--- config.mk ---
export PLATFORM = sky130hd
export DESIGN_NAME = product_accumulator
export DESIGN_NICKNAME = d
export VERILOG_FILES = /design/src/rtl/product_accumulator.sv
export SDC_FILE = /design/constraint.sdc
export NUM_CORES = 1
export LEC_CHECK = 0
export BUFFER_PORTS_ARGS = -buffer_cell sky130_fd_sc_hd__buf_2
export CAP_MARGIN = 10
export CORE_ASPECT_RATIO = 1.75
export CORE_UTILIZATION = 59
export CTS_BUF_LIST = sky130_fd_sc_hd__clkbuf_4 sky130_fd_sc_hd__clkbuf_8
export CTS_CLUSTER_DIAMETER = 100
export DETAILED_ROUTE_END_ITERATION = 10
export GPL_ROUTABILITY_DRIVEN = 0
export PLACE_DENSITY = 0.85
export SLEW_MARGIN = 25
export SYNTH_ARGS = -nofsm -noshare
export SYNTH_HDL_FRONTEND = slang
export SYNTH_SLANG_ARGS = --single-unit
--- constraint.sdc ---
create_clock -name clk -period 3.4 [get_ports clk]
set_input_delay 0.34 -clock clk [delete_from_list [all_inputs] [get_ports clk]]
set_output_delay 0.34 -clock clk [all_outputs]
set_load 0.01 [all_outputs]
--- src/rtl/product_accumulator.sv ---
// product_accumulator
//   Accumulates unsigned 32-bit products from the 16x16 array multiplier into
//   an ACC_W-bit sum. A packet ends on an accepted beat with in_last set, or
//   when MAX_TERMS terms have been accepted. The sum and term count are then
//   held on the output handshake until they are consumed.
//
// Ports
//   clk, rst     single clock; synchronous active-high reset
//   clear        synchronous abort of the partial or held packet
//   in_valid/in_ready/in_product/in_last   product beat handshake
//   out_valid/out_ready/out_data/out_count result handshake
//   overflow     sticky; set when a carry leaves bit ACC_W-1 during the packet
//
// Configuration
//   PRODUCT_ACC_SATURATE_EN  defined: the sum clamps to all ones on carry out
//                            and stays clamped for the rest of the packet;
//                            undefined: the sum wraps modulo 2**ACC_W.
module product_accumulator #(
   parameter int unsigned ACC_W     = 40,
   parameter int unsigned MAX_TERMS = 256,
   parameter int unsigned CNT_W     = 9
) (
   input  logic             clk,
   input  logic             rst,
   input  logic             clear,
   input  logic             in_valid,
   output logic             in_ready,
   input  logic [31:0]      in_product,
   input  logic             in_last,
   output logic             out_valid,
   input  logic             out_ready,
   output logic [ACC_W-1:0] out_data,
   output logic [CNT_W-1:0] out_count,
   output logic             overflow
);

   typedef enum logic {
      ACCUM = 1'b0,
      HOLD  = 1'b1
   } state_t;

   state_t             state_q, state_d;
   logic [ACC_W-1:0]   acc_q, acc_d;
   logic [CNT_W-1:0]   cnt_q, cnt_d;
   logic               ovf_q, ovf_d;
   logic [ACC_W-1:0]   out_data_q, out_data_d;
   logic [CNT_W-1:0]   out_count_q, out_count_d;

   logic [ACC_W:0]     sum;
   logic               carry;
   logic [ACC_W-1:0]   acc_next;
   logic [CNT_W-1:0]   cnt_inc;
   logic               pkt_end;

   always_comb begin
      sum      = {1'b0, acc_q} + (ACC_W+1)'(in_product);
      carry    = sum[ACC_W];
`ifdef PRODUCT_ACC_SATURATE_EN
      // once clamped, stay clamped until the packet is consumed or aborted
      acc_next = (carry || ovf_q) ? '1 : sum[ACC_W-1:0];
`else
      acc_next = sum[ACC_W-1:0];
`endif
      cnt_inc  = cnt_q + CNT_W'(1);
      pkt_end  = in_last || (cnt_inc == CNT_W'(MAX_TERMS));
   end

   always_comb begin
      state_d     = state_q;
      acc_d       = acc_q;
      cnt_d       = cnt_q;
      ovf_d       = ovf_q;
      out_data_d  = out_data_q;
      out_count_d = out_count_q;

      if (clear) begin
         acc_d   = '0;
         cnt_d   = '0;
         ovf_d   = 1'b0;
         state_d = ACCUM;
         if (state_q == HOLD) begin
            out_data_d  = '0;
            out_count_d = '0;
         end
      end else begin
         case (state_q)
            ACCUM: begin
               if (in_valid) begin
                  acc_d = acc_next;
                  cnt_d = cnt_inc;
                  ovf_d = ovf_q | carry;
                  if (pkt_end) begin
                     out_data_d  = acc_next;
                     out_count_d = cnt_inc;
                     state_d     = HOLD;
                  end
               end
            end
            HOLD: begin
               if (out_ready) begin
                  acc_d   = '0;
                  cnt_d   = '0;
                  ovf_d   = 1'b0;
                  state_d = ACCUM;
               end
            end
            default: state_d = ACCUM;
         endcase
      end
   end

   always_ff @(posedge clk) begin
      if (rst) begin
         state_q     <= ACCUM;
         acc_q       <= '0;
         cnt_q       <= '0;
         ovf_q       <= 1'b0;
         out_data_q  <= '0;
         out_count_q <= '0;
      end else begin
         state_q     <= state_d;
         acc_q       <= acc_d;
         cnt_q       <= cnt_d;
         ovf_q       <= ovf_d;
         out_data_q  <= out_data_d;
         out_count_q <= out_count_d;
      end
   end

   // rst is folded in so the input side is closed while reset is held
   assign in_ready  = (state_q == ACCUM) && !rst;
   assign out_valid = (state_q == HOLD);
   assign out_data  = out_data_q;
   assign out_count = out_count_q;
   assign overflow  = ovf_q;

endmodule

==> flow_summary.yaml <==
timing:
  grt_setup_unrepaired: "no"
  final_period_minus_worst_setup_slack_ns: 3.01
  finalCritPeriodShare: 0.885
  tightest_slew_ns: 0.778
  max_freq_mhz: 332
  timing_max_transition_violations_final: 0
  setup-tns-final_ns: 0
  final.setup.worst_slack_ns: 0.390
  maximum_clock_skew_at_final_layout_ns: 0.00756
  relSlewSlack: 0.481
  setup-violations-final: 0
  final_hold_violation_count: 0
die:
  initial_core_util: 0.614
  design.die.area_um2: 9870
  floorplan.die.width_um: 75.5
  floorplan.die.height_um: 131
  placementRows: 46
  coreArea_um2: 9090
  top_level_ports: 90
cells_and_area:
  final_layout_size_suffix_gt1_frac: 0.173
  flow.area_growth_from_synthesis_pct: 12.8
  final.fill_count: 770
  final-seq-area_um2: 2000
  multi_input_area_um2: 3350
  diodes: 0
  nets: 812
yosys:
  synthesis_stage_register_bit_count: 100
  yosysSeqAreaShare: 0.359
  dominantRegCellSynth: "sky130_fd_sc_hd__dfxtp_1"
  asyncSetResetFlopFracSynth: 0
  ys_warn_count: 0
  synthesis.area_um2: 5580
  synth_edf_count: 0
  average_footprint_of_a_synthesized_cell_um2: 8.37
  syn_nets: 740
  synth_cells: 667
  synth.lib_cells_used.distinct: 57
routing:
  routedLengthMet1_um: 5540
  routed.top_layer: "met4"
  postRouteWirelength_um: 14600
  detail-route-antenna-nets: 0
  drt_first_iter_violations: 342
  vias: 5368
  drt_pass1_iterations: 5
  route.detailed.drc: 0
  met2RoutedLength_um: 7450
  routedWlPerCell_um: 16.9
  met3RoutedLength_um: 895
  vias_per_cell: 6.21
worst_setup_path:
  crit_chain: "ha_1 > a21oi_1 > o21bai_1 > a221oi_1 > nand3b_1 > o2111ai_1 > nand3_1 > xor2_1 > o21ai_0"
  timing.critical_path.required_ns: 3.66
  setup.worst_path.start_class: "flop"
  worstSetupPathType: "reg -> reg"
  critical_path.endpoint_type: "flop"
  critical-path-slowest-cell: "sky130_fd_sc_hd__a221oi_1"
  timing.critical_path.fanout_max: 6
  path_delay_family: "compound AO/OA/AOI/OAI gates"
  worstPathArrival_ns: 3.27
  timing.critical_path.buf_inv: 0
  critPathMaxStageDelay_ns: 0.73
pwr:
  swShare: 0.293
  power.share.combinational: 0.179
  switchingPower_w: 0.000747
  clockPowerShare: 0.339
  power_report.internal_total_w: 0.00180
  vdd_ir_drop_max_uv: 307
  pwr_density_cell_nw_per_um2: 405
  power.static_leakage_nw: 2.78
  share_seq_of_total_power: 0.482
clock_network:
  clk_transition_reported_paths_ns: 0.10
  cts_tree: "yes"
  cts_buffer_depth: 2
  clk_root_buffer_cell: "sky130_fd_sc_hd__clkbuf_8"
  clock-sinks: 100
  cts_resized: 0
  cts_made_buffers: 9
  cts.repair_timing.setup_buffer_count: 0
  cts-htree-levels: 3
  ctsHoldBuffers: 0
  clkLatencyLatePin_ns: 0.39
grt:
  grt_max_degree: 33
  grt_antenna_before_repair: 0
  grt_first_pass_wirelength_um: 23600
  grt_remaining_overflow: 0
  first_global_vias: 5213
  global_route.usage.total: 0.311
outcome:
  status: "finished clean"
worst_hold_path:
  worst_min_delay_path_category: "in -> reg"
place:
  port_buffers: 89
  dp_hpwl_um: 10800
  placement.setup.worst_slack_ns: 0.404
flow_run:
  max_cap_viol_count: 0
==> routing by layer <==
layer,vias up,global-route usage
met5,-,0
met4,0,0.210
met3,56,0.0590
met2,226,0.544
met1,2516,0.328
li1,2570,-
==> power groups by stage <==
stage	clock network (W)	registers, W	logic [W]
global placement	0	0.00125	0.000434
floorplan	0	0.00126	0.000313
finish	0.000864	0.00123	0.000455
CTS	0.000869	0.00123	0.000449
global route	0.000915	0.00123	0.000499
detailed placement	0	0.00126	0.000445
==> through the flow <==
stage | cell area, um^2 | total power [W] | hold slack, ns | cells | utilization
floorplan | 5580 | 0.00157 | 0.429 | 667 | -
global placement | 6070 | 0.00169 | 0.433 | 848 | 0.668
detailed placement | 6070 | 0.00170 | 0.439 | 848 | 0.668
CTS | 6290 | 0.00255 | 0.167 | 864 | 0.692
global route | 6290 | 0.00265 | 0.188 | 864 | 0.692
finish | 6290 | 0.00255 | 0.166 | 864 | 0.692
==> cell families (layout without fill, tap and decap cells) <==
logic type,after synthesis,in the layout,synth area share
AND/OR/NAND/NOR,216,216,0.180
flip-flops,100,100,0.359
AO/OA/AOI/OAI,220,220,0.268
XOR/XNOR,44,44,0.0691
adder cells (fa/ha/maj),35,35,0.0798
multiplexers,1,1,0.00179
buffers and inverters,51,128,0.0419
==> cell usage after synthesis (5+ instances only) <==
cell,n,share of area
sky130_fd_sc_hd__dfxtp_1,100,0.36
sky130_fd_sc_hd__or2_2,5,0.0056
sky130_fd_sc_hd__nand2_1,51,0.034
sky130_fd_sc_hd__clkbuf_1,25,0.017
sky130_fd_sc_hd__o21ai_0,37,0.033
sky130_fd_sc_hd__nand4_1,8,0.0090
sky130_fd_sc_hd__xor2_1,16,0.025
sky130_fd_sc_hd__nor2_1,80,0.054
sky130_fd_sc_hd__and3_1,6,0.0067
sky130_fd_sc_hd__nand3_1,25,0.022
sky130_fd_sc_hd__a21oi_1,50,0.045
sky130_fd_sc_hd__a22o_1,22,0.035
sky130_fd_sc_hd__xnor2_1,28,0.044
sky130_fd_sc_hd__inv_1,13,0.0087
sky130_fd_sc_hd__a21o_1,14,0.019
sky130_fd_sc_hd__ha_1,34,0.076
sky130_fd_sc_hd__and2_1,5,0.0056
sky130_fd_sc_hd__or3_1,5,0.0056
sky130_fd_sc_hd__nand3b_1,8,0.011
sky130_fd_sc_hd__buf_2,7,0.0063
sky130_fd_sc_hd__nor3_1,10,0.0090
sky130_fd_sc_hd__a22oi_1,47,0.063
sky130_fd_sc_hd__a211oi_1,7,0.0094
sky130_fd_sc_hd__nand2b_1,5,0.0056
==> cells in the final DEF (no fill, tap or decap), types with 3 or more instances in the layout <==
cell,count
sky130_fd_sc_hd__ha_1,34
sky130_fd_sc_hd__and2_1,5
sky130_fd_sc_hd__dfxtp_1,100
sky130_fd_sc_hd__o21ai_1,3
sky130_fd_sc_hd__inv_1,13
sky130_fd_sc_hd__a21o_1,14
sky130_fd_sc_hd__o21bai_1,4
sky130_fd_sc_hd__o31ai_1,3
sky130_fd_sc_hd__a21oi_1,49
sky130_fd_sc_hd__a22o_1,22
sky130_fd_sc_hd__nor3_1,10
sky130_fd_sc_hd__nand2b_1,5
sky130_fd_sc_hd__or2_2,5
sky130_fd_sc_hd__nor2_1,80
sky130_fd_sc_hd__xor2_1,16
sky130_fd_sc_hd__and3_1,6
sky130_fd_sc_hd__a211oi_1,7
sky130_fd_sc_hd__buf_4,10
sky130_fd_sc_hd__nand2_1,51
sky130_fd_sc_hd__nor2b_1,3
sky130_fd_sc_hd__o21ai_0,37
sky130_fd_sc_hd__xnor2_1,28
sky130_fd_sc_hd__nand4_1,8
sky130_fd_sc_hd__a41oi_1,3
sky130_fd_sc_hd__nand3_1,25
sky130_fd_sc_hd__or3_1,5
sky130_fd_sc_hd__clkbuf_8,9
sky130_fd_sc_hd__a31oi_1,4
sky130_fd_sc_hd__nand3b_1,8
sky130_fd_sc_hd__buf_2,89
sky130_fd_sc_hd__a22oi_1,47
==> flip-flops by register name (all words and copies together) (netlist names) <==
name	flops
out_data	40
overflow	1
acc_q	40
cnt_q	9
out_count	9
out_valid	1
==> final timing paths <==
path / endpoint / cells past startpoint / slack (ns) / from
worst max register to register: out_data[37]$_SDFFE_PP0P_ / 9 / 0.39 / acc_q[17]$_SDFFE_PP0P_
worst max-delay path: out_data[37]$_SDFFE_PP0P_ / 9 / 0.39 / acc_q[17]$_SDFFE_PP0P_
worst min register to register: out_data[36]$_SDFFE_PP0P_ / 2 / 0.46 / out_data[36]$_SDFFE_PP0P_
worst min-delay path: overflow$_SDFFE_PP0P_ / 2 / 0.17 / out_ready
==> layout make-up <==
class,count,share of cell area
multi-input cells,516,0.532
clock buffers,9,0.0197
clock inverters,7,0.0157
repair buffers,99,0.0827
inverters,13,0.00775
flip-flops and latches,100,0.318
well taps,120,0.0239
No activity file was read; power rests on OpenSTA's default activity.
